## config.mk

```make
export PLATFORM = sky130hd
export DESIGN_NAME = dec_issue_ctl_flat
export DESIGN_NICKNAME = d
export VERILOG_FILES = /design/src/rtl/rv32_pkg.sv /design/src/rtl/dec_issue_ctl_if.sv /design/src/rtl/dec_scoreboard.sv /design/src/rtl/dec_issue_ctl.sv /design/src/flat_wrapper.sv
export SDC_FILE = /design/constraint.sdc
export NUM_CORES = 1
export LEC_CHECK = 0
export ABC_AREA = 1
export BUFFER_PORTS_ARGS = -buffer_cell sky130_fd_sc_hd__buf_2
export CAP_MARGIN = 20
export CORE_AREA = 2 2 89 91
export DETAILED_ROUTE_END_ITERATION = 6
export DIE_AREA = 0 0 91 93
export GPL_ROUTABILITY_DRIVEN = 0
export PLACE_DENSITY_LB_ADDON = 0.15
export SLEW_MARGIN = 20
export SYNTH_ARGS = -nofsm -noshare
export SYNTH_HDL_FRONTEND = slang
export SYNTH_SLANG_ARGS = --single-unit
```

## constraint.sdc

```tcl
create_clock -name clk -period 2.75 [get_ports clk]
set_clock_uncertainty 0.05 [all_clocks]
set_input_delay 0.1375 -clock clk [delete_from_list [all_inputs] [get_ports clk]]
set_output_delay 0.1375 -clock clk [all_outputs]
set_load 0.05 [all_outputs]
```

## src/rtl/rv32_pkg.sv

```systemverilog
// rtl/rv32_pkg.sv - shared RV32 core constants and issue-FSM state type
package rv32_pkg;
    localparam int REG_NUM_W = 5;
    localparam int NUM_REGS  = 32;
    localparam int XLEN      = 32;

    typedef enum logic {
        ST_RUN   = 1'b0,
        ST_FLUSH = 1'b1
    } issue_state_e;
endpackage

```

## src/rtl/dec_issue_ctl_if.sv

```systemverilog
// rtl/dec_issue_ctl_if.sv - decode/execute issue bus (DEC_ISSUE_PERF_EN adds perf counter)
interface dec_issue_ctl_if;
    import rv32_pkg::*;

    logic                 instr_vld_ifu_2_dec_i;
    logic [REG_NUM_W-1:0] rs1_num_i;
    logic [REG_NUM_W-1:0] rs2_num_i;
    logic                 rs1_use_i;
    logic                 rs2_use_i;
    logic [REG_NUM_W-1:0] rd_num_i;
    logic                 rd_wen_i;
    logic                 exe_rdy_i;
    logic                 wb_vld_i;
    logic [REG_NUM_W-1:0] wb_rd_i;
    logic                 wb_rd_wen_i;
    logic                 flush_from_exe;
    logic                 flush_from_dec;
    logic                 issue_vld_dec_2_exe_o;
    logic                 dec_rdy_o;
    logic                 stall_o;
    logic [NUM_REGS-1:0]  busy_o;
`ifdef DEC_ISSUE_PERF_EN
    logic [XLEN-1:0]      perf_stall_cnt_o;
`endif

    modport master (
        output instr_vld_ifu_2_dec_i, rs1_num_i, rs2_num_i, rs1_use_i, rs2_use_i,
               rd_num_i, rd_wen_i, exe_rdy_i, wb_vld_i, wb_rd_i, wb_rd_wen_i,
               flush_from_exe, flush_from_dec,
`ifdef DEC_ISSUE_PERF_EN
        input  perf_stall_cnt_o,
`endif
        input  issue_vld_dec_2_exe_o, dec_rdy_o, stall_o, busy_o
    );

    modport slave (
        input  instr_vld_ifu_2_dec_i, rs1_num_i, rs2_num_i, rs1_use_i, rs2_use_i,
               rd_num_i, rd_wen_i, exe_rdy_i, wb_vld_i, wb_rd_i, wb_rd_wen_i,
               flush_from_exe, flush_from_dec,
`ifdef DEC_ISSUE_PERF_EN
        output perf_stall_cnt_o,
`endif
        output issue_vld_dec_2_exe_o, dec_rdy_o, stall_o, busy_o
    );
endinterface

```

## src/rtl/dec_scoreboard.sv

```systemverilog
// rtl/dec_scoreboard.sv - register busy-bit scoreboard with RAW/WAW hazard lookup
module dec_scoreboard
    import rv32_pkg::*;
(
    input  logic                 clk,
    input  logic                 rst_n,
    input  logic                 clr_all,
    input  logic                 set_en,
    input  logic [REG_NUM_W-1:0] set_rd,
    input  logic                 clr_en,
    input  logic [REG_NUM_W-1:0] clr_rd,
    input  logic [REG_NUM_W-1:0] rs1,
    input  logic                 rs1_use,
    input  logic [REG_NUM_W-1:0] rs2,
    input  logic                 rs2_use,
    input  logic [REG_NUM_W-1:0] rd,
    input  logic                 rd_wen,
    output logic [NUM_REGS-1:0]  busy,
    output logic                 haz
);
    logic [NUM_REGS-1:0] busy_nxt;

    // Set is applied after clear so an issue and a retire of the same rd leave it busy.
    always_comb begin
        busy_nxt = busy;
        if (clr_en)
            busy_nxt[clr_rd] = 1'b0;
        if (set_en)
            busy_nxt[set_rd] = 1'b1;
        busy_nxt[0] = 1'b0;
        if (clr_all)
            busy_nxt = '0;
    end

    always_ff @(posedge clk or negedge rst_n) begin
        if (!rst_n)
            busy <= '0;
        else
            busy <= busy_nxt;
    end

    assign haz = (rs1_use & busy[rs1]) | (rs2_use & busy[rs2]) | (rd_wen & busy[rd]);
endmodule

```

## src/rtl/dec_issue_ctl.sv

```systemverilog
// rtl/dec_issue_ctl.sv - RV32I decode issue controller; DEC_ISSUE_PERF_EN adds stall counter
module dec_issue_ctl
    import rv32_pkg::*;
#(
    parameter int MAX_OUTSTANDING = 4,
    parameter int FLUSH_CYCLES    = 2
) (
    input logic           clk,
    input logic           rst_n,
    dec_issue_ctl_if.slave bus
);
    issue_state_e state, state_nxt;
    logic [2:0]   fcnt, fcnt_nxt;
    logic [3:0]   cnt, cnt_nxt;
    logic         flush_in;
    logic         haz;
    logic         issue;
    logic         wb_dec;
    logic [NUM_REGS-1:0] busy;

    assign flush_in = bus.flush_from_exe | bus.flush_from_dec;

    // rst_n gating keeps the combinational outputs low while reset is held.
    assign issue = rst_n & bus.instr_vld_ifu_2_dec_i & (state == ST_RUN) & ~haz
                 & (cnt < 4'(MAX_OUTSTANDING)) & bus.exe_rdy_i & ~flush_in;
    assign wb_dec = bus.wb_vld_i & (cnt != 4'd0);

    always_ff @(posedge clk or negedge rst_n) begin
        if (!rst_n) begin
            state <= ST_RUN;
            fcnt  <= 3'd0;
            cnt   <= 4'd0;
        end else begin
            state <= state_nxt;
            fcnt  <= fcnt_nxt;
            cnt   <= cnt_nxt;
        end
    end

    always_comb begin
        state_nxt = state;
        fcnt_nxt  = fcnt;
        cnt_nxt   = cnt;
        case (state)
            ST_RUN: begin
                if (flush_in) begin
                    state_nxt = ST_FLUSH;
                    fcnt_nxt  = 3'(FLUSH_CYCLES);
                    cnt_nxt   = 4'd0;
                end else if (issue && !wb_dec) begin
                    cnt_nxt = cnt + 4'd1;
                end else if (!issue && wb_dec) begin
                    cnt_nxt = cnt - 4'd1;
                end
            end
            ST_FLUSH: begin
                cnt_nxt = 4'd0;
                if (flush_in) begin
                    fcnt_nxt = 3'(FLUSH_CYCLES);
                end else if (fcnt <= 3'd1) begin
                    state_nxt = ST_RUN;
                    fcnt_nxt  = 3'd0;
                end else begin
                    fcnt_nxt = fcnt - 3'd1;
                end
            end
            default: state_nxt = ST_RUN;
        endcase
    end

    dec_scoreboard u_sb (
        .clk     (clk),
        .rst_n   (rst_n),
        .clr_all (flush_in),
        .set_en  (issue & bus.rd_wen_i),
        .set_rd  (bus.rd_num_i),
        .clr_en  (bus.wb_vld_i & bus.wb_rd_wen_i & (state == ST_RUN)),
        .clr_rd  (bus.wb_rd_i),
        .rs1     (bus.rs1_num_i),
        .rs1_use (bus.rs1_use_i),
        .rs2     (bus.rs2_num_i),
        .rs2_use (bus.rs2_use_i),
        .rd      (bus.rd_num_i),
        .rd_wen  (bus.rd_wen_i),
        .busy    (busy),
        .haz     (haz)
    );

    assign bus.issue_vld_dec_2_exe_o = issue;
    assign bus.dec_rdy_o             = issue;
    assign bus.stall_o               = rst_n & bus.instr_vld_ifu_2_dec_i & ~issue;
    assign bus.busy_o                = busy;

`ifdef DEC_ISSUE_PERF_EN
    logic [XLEN-1:0] perf_cnt;

    always_ff @(posedge clk or negedge rst_n) begin
        if (!rst_n)
            perf_cnt <= '0;
        else if ((bus.stall_o || state == ST_FLUSH) && perf_cnt != {XLEN{1'b1}})
            perf_cnt <= perf_cnt + 1'b1;
    end

    assign bus.perf_stall_cnt_o = perf_cnt;
`endif
endmodule

```

## src/flat_wrapper.sv

```systemverilog
// flat-port wrapper written by rule: the top's interface ports become plain ports
module dec_issue_ctl_flat import rv32_pkg::*;
#(
    parameter int MAX_OUTSTANDING = 4,
    parameter int FLUSH_CYCLES    = 2
)
  (clk, rst_n, bus_instr_vld_ifu_2_dec_i, bus_rs1_num_i, bus_rs2_num_i, bus_rs1_use_i, bus_rs2_use_i, bus_rd_num_i, bus_rd_wen_i, bus_exe_rdy_i, bus_wb_vld_i, bus_wb_rd_i, bus_wb_rd_wen_i, bus_flush_from_exe, bus_flush_from_dec, bus_issue_vld_dec_2_exe_o, bus_dec_rdy_o, bus_stall_o, bus_busy_o);
  dec_issue_ctl_if bus_i ();
  input logic clk;
  input logic rst_n;
  input wire logic [$bits(bus_i.instr_vld_ifu_2_dec_i)-1:0] bus_instr_vld_ifu_2_dec_i;
  input wire logic [$bits(bus_i.rs1_num_i)-1:0] bus_rs1_num_i;
  input wire logic [$bits(bus_i.rs2_num_i)-1:0] bus_rs2_num_i;
  input wire logic [$bits(bus_i.rs1_use_i)-1:0] bus_rs1_use_i;
  input wire logic [$bits(bus_i.rs2_use_i)-1:0] bus_rs2_use_i;
  input wire logic [$bits(bus_i.rd_num_i)-1:0] bus_rd_num_i;
  input wire logic [$bits(bus_i.rd_wen_i)-1:0] bus_rd_wen_i;
  input wire logic [$bits(bus_i.exe_rdy_i)-1:0] bus_exe_rdy_i;
  input wire logic [$bits(bus_i.wb_vld_i)-1:0] bus_wb_vld_i;
  input wire logic [$bits(bus_i.wb_rd_i)-1:0] bus_wb_rd_i;
  input wire logic [$bits(bus_i.wb_rd_wen_i)-1:0] bus_wb_rd_wen_i;
  input wire logic [$bits(bus_i.flush_from_exe)-1:0] bus_flush_from_exe;
  input wire logic [$bits(bus_i.flush_from_dec)-1:0] bus_flush_from_dec;
  output wire logic [$bits(bus_i.issue_vld_dec_2_exe_o)-1:0] bus_issue_vld_dec_2_exe_o;
  output wire logic [$bits(bus_i.dec_rdy_o)-1:0] bus_dec_rdy_o;
  output wire logic [$bits(bus_i.stall_o)-1:0] bus_stall_o;
  output wire logic [$bits(bus_i.busy_o)-1:0] bus_busy_o;
  assign bus_i.instr_vld_ifu_2_dec_i = bus_instr_vld_ifu_2_dec_i;
  assign bus_i.rs1_num_i = bus_rs1_num_i;
  assign bus_i.rs2_num_i = bus_rs2_num_i;
  assign bus_i.rs1_use_i = bus_rs1_use_i;
  assign bus_i.rs2_use_i = bus_rs2_use_i;
  assign bus_i.rd_num_i = bus_rd_num_i;
  assign bus_i.rd_wen_i = bus_rd_wen_i;
  assign bus_i.exe_rdy_i = bus_exe_rdy_i;
  assign bus_i.wb_vld_i = bus_wb_vld_i;
  assign bus_i.wb_rd_i = bus_wb_rd_i;
  assign bus_i.wb_rd_wen_i = bus_wb_rd_wen_i;
  assign bus_i.flush_from_exe = bus_flush_from_exe;
  assign bus_i.flush_from_dec = bus_flush_from_dec;
  assign bus_issue_vld_dec_2_exe_o = bus_i.issue_vld_dec_2_exe_o;
  assign bus_dec_rdy_o = bus_i.dec_rdy_o;
  assign bus_stall_o = bus_i.stall_o;
  assign bus_busy_o = bus_i.busy_o;
  dec_issue_ctl #(.MAX_OUTSTANDING(MAX_OUTSTANDING), .FLUSH_CYCLES(FLUSH_CYCLES)) u_core (.clk(clk), .rst_n(rst_n), .bus(bus_i));
endmodule
```

# Yosys cells after proc, flatten, opt, wreduce, memory -nomap -nowiden
# Cells that the tools add are included.
[word_totals]
register_bits = 40
input_bits = 31
out_inout_bits = 35
elab_cells = 73
[classes]
n_addsub = 3
n_lt_le_gt_ge = 8
eq_ne = 2
muxes = 25
n_bitwise = 24
n_reduce_logical = 7
[op_table]
columns = ["cell", "n"]
rows = [
  ["$mux W32", 3],
  ["$and A32 B32 Y32", 1],
  ["$not A32 Y32", 1],
  ["$or A32 B32 Y32", 1],
  ["$lt A5 B6 Y1 const B", 4],
  ["$bmux W1 S5", 3],
  ["$and A1 B1 Y1", 14],
  ["$mux W4", 3],
  ["$demux W1 S5", 2],
  ["$ge A5 B1 Y1 const B", 2],
  ["$mux W3", 3],
  ["$mux W1", 8],
  ["$pmux W4 S2", 1],
  ["$pmux W3 S2", 1],
  ["$add A4 B1 Y4 const B", 1],
  ["$logic_and A1 B1 Y1", 4],
  ["$lt A4 B3 Y1 const B", 1],
  ["$ne A4 B3 Y1 const B", 1],
  ["$not A1 Y1", 4],
  ["$reduce_bool A4 Y1", 1],
  ["$sub A4 B1 Y4 const B", 1],
  ["$le A3 B1 Y1 const B", 1],
  ["$or A1 B1 Y1", 3],
  ["$sub A3 B1 Y3 const B", 1],
  ["3 further kinds", 4],
]

# Depth between registers and ports, before layout
[depth]
ltp_word = 16
ltp_mapped = 25
mapped_depth_nobuf = 23

# By module
# Synthesis repeated with hierarchy kept, for this count alone.
[hier_totals]
hier_cells = 493
hier_area_um2 = 3186.8
[modules_own_cells]
columns = ["mod", "n_inst", "cells_each", "area_per_inst_um2", "seq_area_each_um2"]
rows = [
  ["dec_scoreboard", 1, 411, 2565.0, 775.7],
  ["dec_issue_ctl", 1, 82, 621.8, 200.2],
]

# Worst setup path after synthesis
# No wires, ideal clock.
[synth_timing]
path_type = "reg-to-reg"
startpoint = "register u_core.u_sb.busy[6]"
endpoint = "register u_core.cnt[3]"
arrival_time_ps = 3109
required_ps = 2580
slack_ps = -529
path_stages_with_launch = 24
period_less_slack_ps = 3279
path_cell_list = "dfrtp_1 -> nand2_1 -> nand2_1 -> nand2_1 -> nand2_1 -> nand2_1 -> nand2_1 -> nor2_1 -> nand2_2 -> nand2_2 -> nand2_2 -> nor2_4 -> buf_6 -> nand2_1 -> inv_1 -> ha_1 -> inv_1 -> ha_1 -> a21oi_1 -> nand2_1 -> xnor2_1 -> nand2_1 -> o211ai_1 -> inv_1"
[synth_via]
elab_chain_len = 14
elab_cells_between_ends = 23
classes_between = "eq/ne (1); mux (9); bitwise (10); reduce/logical (3)"
[synth_lines]
columns = ["element", "line_no", "source"]
rows = [
  ["start: declaration", "dec_scoreboard.sv:18", "output logic [NUM_REGS-1:0] busy,"],
  ["start signal: assignment", "dec_scoreboard.sv:39", "busy <= busy_nxt;"],
  ["$bmux W1 S5", "dec_scoreboard.sv:42", "assign haz = (rs1_use & busy[rs1]) | (rs2_use & busy[rs2]) | (rd_wen & busy[rd]);"],
  ["$mux W1 (implied by the code)", "dec_scoreboard.sv:42", ""],
  ["$and A1 B1 Y1", "dec_scoreboard.sv:42", ""],
  ["$or A1 B1 Y1", "dec_scoreboard.sv:42", ""],
  ["$or A1 B1 Y1 (*)", "dec_scoreboard.sv:42", ""],
  ["$not A1 Y1 (*)", "dec_issue_ctl.sv:24", "assign issue = rst_n & bus.instr_vld_ifu_2_dec_i & (state == ST_RUN) & ~haz"],
  ["$and A1 B1 Y1 (*)", "dec_issue_ctl.sv:24", ""],
  ["$and A1 B1 Y1 (*) (3 in a row)", "dec_issue_ctl.sv:25", "& (cnt < 4'(MAX_OUTSTANDING)) & bus.exe_rdy_i & ~flush_in;"],
  ["net bus_dec_rdy_o", "flat_wrapper.sv:25", "output wire logic [$bits(bus_i.dec_rdy_o)-1:0] bus_dec_rdy_o;"],
  ["$logic_and A1 B1 Y1", "dec_issue_ctl.sv:50", "end else if (issue && !wb_dec) begin"],
  ["$mux W4", "dec_issue_ctl.sv:50", ""],
  ["$mux W4", "dec_issue_ctl.sv:46", "if (flush_in) begin"],
  ["$pmux W4 S2", "dec_issue_ctl.sv:44", "case (state)"],
  ["end signal: assignment", "dec_issue_ctl.sv:36", "cnt <= cnt_nxt;"],
  ["end: declaration", "dec_issue_ctl.sv:14", "logic [3:0] cnt, cnt_nxt;"],
]
# Mark *: on every way through the listed nets, which the timed path passes. The rest lies on a longest branch. The select of a mux whose other input is x is not followed.
# A chain may end at the register's enable or synchronous reset.

# Worst setup path after layout
[layout_timing]
startpoint = "register u_core.u_sb.busy[15]"
endpoint = "register u_core.cnt[3]"
[layout_via]
elab_chain_len = 14
elab_cells_between_ends = 23
classes_between = "eq/ne (1); mux (9); bitwise (10); reduce/logical (3)"
[layout_lines]
columns = ["element", "line_no"]
rows = [
  ["$bmux W1 S5", "dec_scoreboard.sv:42"],
  ["$mux W1 (implied by the code)", "dec_scoreboard.sv:42"],
  ["$and A1 B1 Y1", "dec_scoreboard.sv:42"],
  ["$or A1 B1 Y1", "dec_scoreboard.sv:42"],
  ["$or A1 B1 Y1 (*)", "dec_scoreboard.sv:42"],
  ["$not A1 Y1 (*)", "dec_issue_ctl.sv:24"],
  ["$and A1 B1 Y1 (*)", "dec_issue_ctl.sv:24"],
  ["$and A1 B1 Y1 (*) (3 in a row)", "dec_issue_ctl.sv:25"],
  ["$logic_and A1 B1 Y1", "dec_issue_ctl.sv:50"],
  ["$mux W4", "dec_issue_ctl.sv:50"],
  ["$mux W4", "dec_issue_ctl.sv:46"],
  ["$pmux W4 S2", "dec_issue_ctl.sv:44"],
]
# Mark *: on every way between the ends. The rest lies on a longest branch, timed or not. The select of a mux whose other input is x is not followed.

==> results.yml <==
sta:
  holdWs_ps: 64.82
  layout_min_cycle_time_ps: 2613
  worst_pin_slew_ps: 880.8
  fin_crit_sh_pct: 95.02
  hold_violations: 0
  max_freq_mhz: 382.7
  tns_ps: 0
  relSlewSlack_pct: 41.06
  setup_viol: 0
  slew_viol_final: 0
critical_path:
  crit_chain: "inv_1, nand2_1, nand3_1, nand3_1, nand3_1, nand3_1, nand2_2, nor2_4, nor2_4, nand2_4, clkinvlp_4, ha_4, inv_2, ha_4, a21oi_2, nand2_2, xnor2_2, nand2_1, o211ai_1, inv_1"
  slowest_stage: "dfrtp_2"
  slowest_delay_ps: 430
  crit_top_cell: "nand3_1"
  worst-setup-path-type: "reg -> reg"
  path_depth: 20
  r2r_cells: 20
  crit_fanout: 4
  cp_top_family: "simple AND/OR/NAND/NOR gates"
  arrival_ps: 2750
  worst-path-buf-inv: 4
  end_kind: "flop"
  required_ps: 2890
  crit_path_start_kind: "flop"
pwr:
  pwr-share-clk_pct: 32.2
  p_seq_share_pct: 47.3
  cell_internal_pwr_mw: 0.8292
  vdd_drop_max_v: 0.0001946
  netSwitchingPower_mw: 0.3967
  combPwrFrac_pct: 20.6
  p_leak_nw: 2.274
  powerDensity_nw_per_um2: 282.0
  fin_total_pwr_mw: 1.226
  p_sw_share_pct: 32.36
floorplanning:
  initial_core_util_pct: 50.27
  fp.dieH_um: 93
  coreArea_um2: 7527
  die_w_um: 91
  ios: 66
  dieArea_um2: 8463
  rows: 32
global_route:
  gr-usage-all-layers_pct: 30.68
  grt_start_max_net_pins: 40
  grt_antenna_before_repair: 0
  grt_pass1_wl_mm: 20.63
  grt_overflow: 0
  grt_pass1_vias: 4100
logic_synthesis:
  ys_ff_latch: 39
  syn_avg_cell_area_um2: 5.921
  ys_types: 32
  syn-cell-area_um2: 3784
  synthCells: 639
  seq_area_frac_synth_pct: 25.79
  yosysWarnings: 0
  synth_nets: 676
placed_design:
  dpl.hpwl_mm: 9.566
  dpl-instance-area_um2: 4233
  portBuffers: 64
routing:
  totalWireLength_mm: 12.92
  vias: 4485
  vias_per_cell: 5.578
  wl_per_cell_um: 16.07
  dr.pass1.iters: 5
  drt_iter0_drc: 478
  drtAntennaViolNets: 0
  drc: 0
layout:
  drive_gt1_share_pct: 22.22
  syn_to_final_growth_pct: 14.91
  nFillCells: 798
  multiInputGateArea_um2: 2270
  fin_nets: 738
  diodes: 0
  regArea_um2: 1015
  finalInstanceArea_um2: 4348
clock_network:
  clock-root-buffer: "clkbuf_8"
  cts_max_level: 2
  clock_sinks: 39
  numCtsBuffers: 5
  cts_tree: "yes"
  clk_latency_ps: 300
  clkTransAtPathRegs_ps: 80
  cts_buffer_depth: 2
outcome:
  status: "finished clean"
job:
  cap_violations: 0
hold_path:
  hold_class: "in -> reg"
  whs_path_depth: 3
## area by class of cell
class	count	share of cell area, %
flip-flops and latches	39	23.34
repair buffers	85	11.05
inverters	99	8.633
well taps	102	2.935
multi-input cells	471	52.20
clock buffers	8	1.842
## what timing repair did
item,4_1_cts,5_1_grt
buffers inserted,0,1
gates resized for setup,0,5
setup endpoints to repair,0,1
hold buffers,1,0
endpoints found under the hold margin,39,0
## layer usage
metal	share of wire (%)	vias up	track usage (%)
li1	-	2151	-
met1	41	2015	41.95
met2	44	280	48.52
met3	11	39	5.399
met4	3.2	0	11.99
met5	0	-	0
## path summary, 6_finish.rpt
path                            slack, ps                    to                 start
worst min register to register        510        u_core.fcnt[2]        u_core.fcnt[2]
max in group asynchronous            1850  u_core.u_sb.busy[19]                 rst_n
worst max register to register        140         u_core.cnt[3]  u_core.u_sb.busy[15]
worst max-delay path                  140         u_core.cnt[3]  u_core.u_sb.busy[15]
min in group asynchronous             410  u_core.u_sb.busy[27]                 rst_n
worst min-delay path                   60        u_core.fcnt[1]    bus_flush_from_exe
## kinds of logic after synthesis
| kind of cell | after synthesis | share of synthesized area (%) |
|---|---|---|
| flip-flops | 39 | 25.79 |
| XOR/XNOR | 4 | 0.9261 |
| AO/OA/AOI/OAI | 72 | 10.45 |
| adder cells (fa/ha/maj) | 6 | 2.183 |
| AND/OR/NAND/NOR | 388 | 44.91 |
| other | 1 | 0.09911 |
| buffers and inverters | 129 | 15.64 |
## worst reg2reg max path: cells and delay by family, from the launching register on
kind,cells,cell delay [ps]
and+or+nand+nor,11,930
DFF,1,430
adders and majority gates,2,400
buffers and inverters,4,320
AOI/OAI and AO/OA,2,220
xor gates and xnor gates,1,150
## cells in the mapped netlist
cell	number	area, µm²
buf_4	5	37.54
nand2_1	222	833.3
nand3_2	1	10.01
nand2_2	3	18.77
o21ai_1	3	15.01
ha_1	5	62.56
nand4_4	1	21.27
xor2_1	2	17.52
fa_1	1	20.02
nor3_1	15	75.07
conb_1	1	3.750
a21oi_4	1	16.27
nor3_2	2	20.02
buf_6	10	112.6
a21boi_0	4	30.03
buf_2	11	55.05
inv_2	9	33.78
dfrtp_1	39	975.9
o211ai_1	2	15.01
buf_1	1	3.750
clkbuf_1	3	11.26
o221ai_1	1	8.760
a32o_1	1	10.01
inv_1	90	337.8
nand3_1	62	310.3
nand4_1	32	200.2
xnor2_1	2	17.52
a21oi_1	55	275.3
nor2_2	3	18.77
o21ai_0	5	25.02
nor2_4	2	22.52
nor2_1	45	168.9
## power groups by stage
| stage | Combinational, mW | Clock, mW | Sequential [mW] |
|---|---|---|---|
| 2_1_floorplan | 0.156 | 0 | 0.591 |
| 3_3_place_gp | 0.239 | 0 | 0.591 |
| 6_report | 0.252 | 0.395 | 0.579 |
| 3_5_place_dp | 0.244 | 0 | 0.591 |
| 4_1_cts | 0.245 | 0.404 | 0.579 |
| 5_1_grt | 0.274 | 0.424 | 0.580 |
## registers in the layout, indices dropped and copies added (netlist names)
signal	count
u_core.cnt	4
u_core.fcnt	3
u_core.state	1
u_core.u_sb.busy	31
## metrics by stage
step	setup slack, ps	util [%]	cells
6_report	136.9	57.76	804
5_1_grt	-70.01	57.76	804
4_1_cts	185.5	57.43	803
3_5_place_dp	115.0	56.23	794
3_3_place_gp	220.7	56.23	794
2_1_floorplan	-88.13	-	639
## cells in the final DEF, fill, tap and decap left out, drive strengths merged
cell type    count
nand3           63
xor2             2
buf             84
nor2            50
inv             98
o211ai           2
fa               1
nand2          225
a21oi           56
ha               5
clkbuf           8
conb             1
nand4           33
clkinvlp         1
o221ai           1
o21ai            8
nor3            17
dlygate4sd3      1
a32o             1
xnor2            2
dfrtp           39
a21boi           4
No activity file was read; power rests on OpenSTA's default activity.
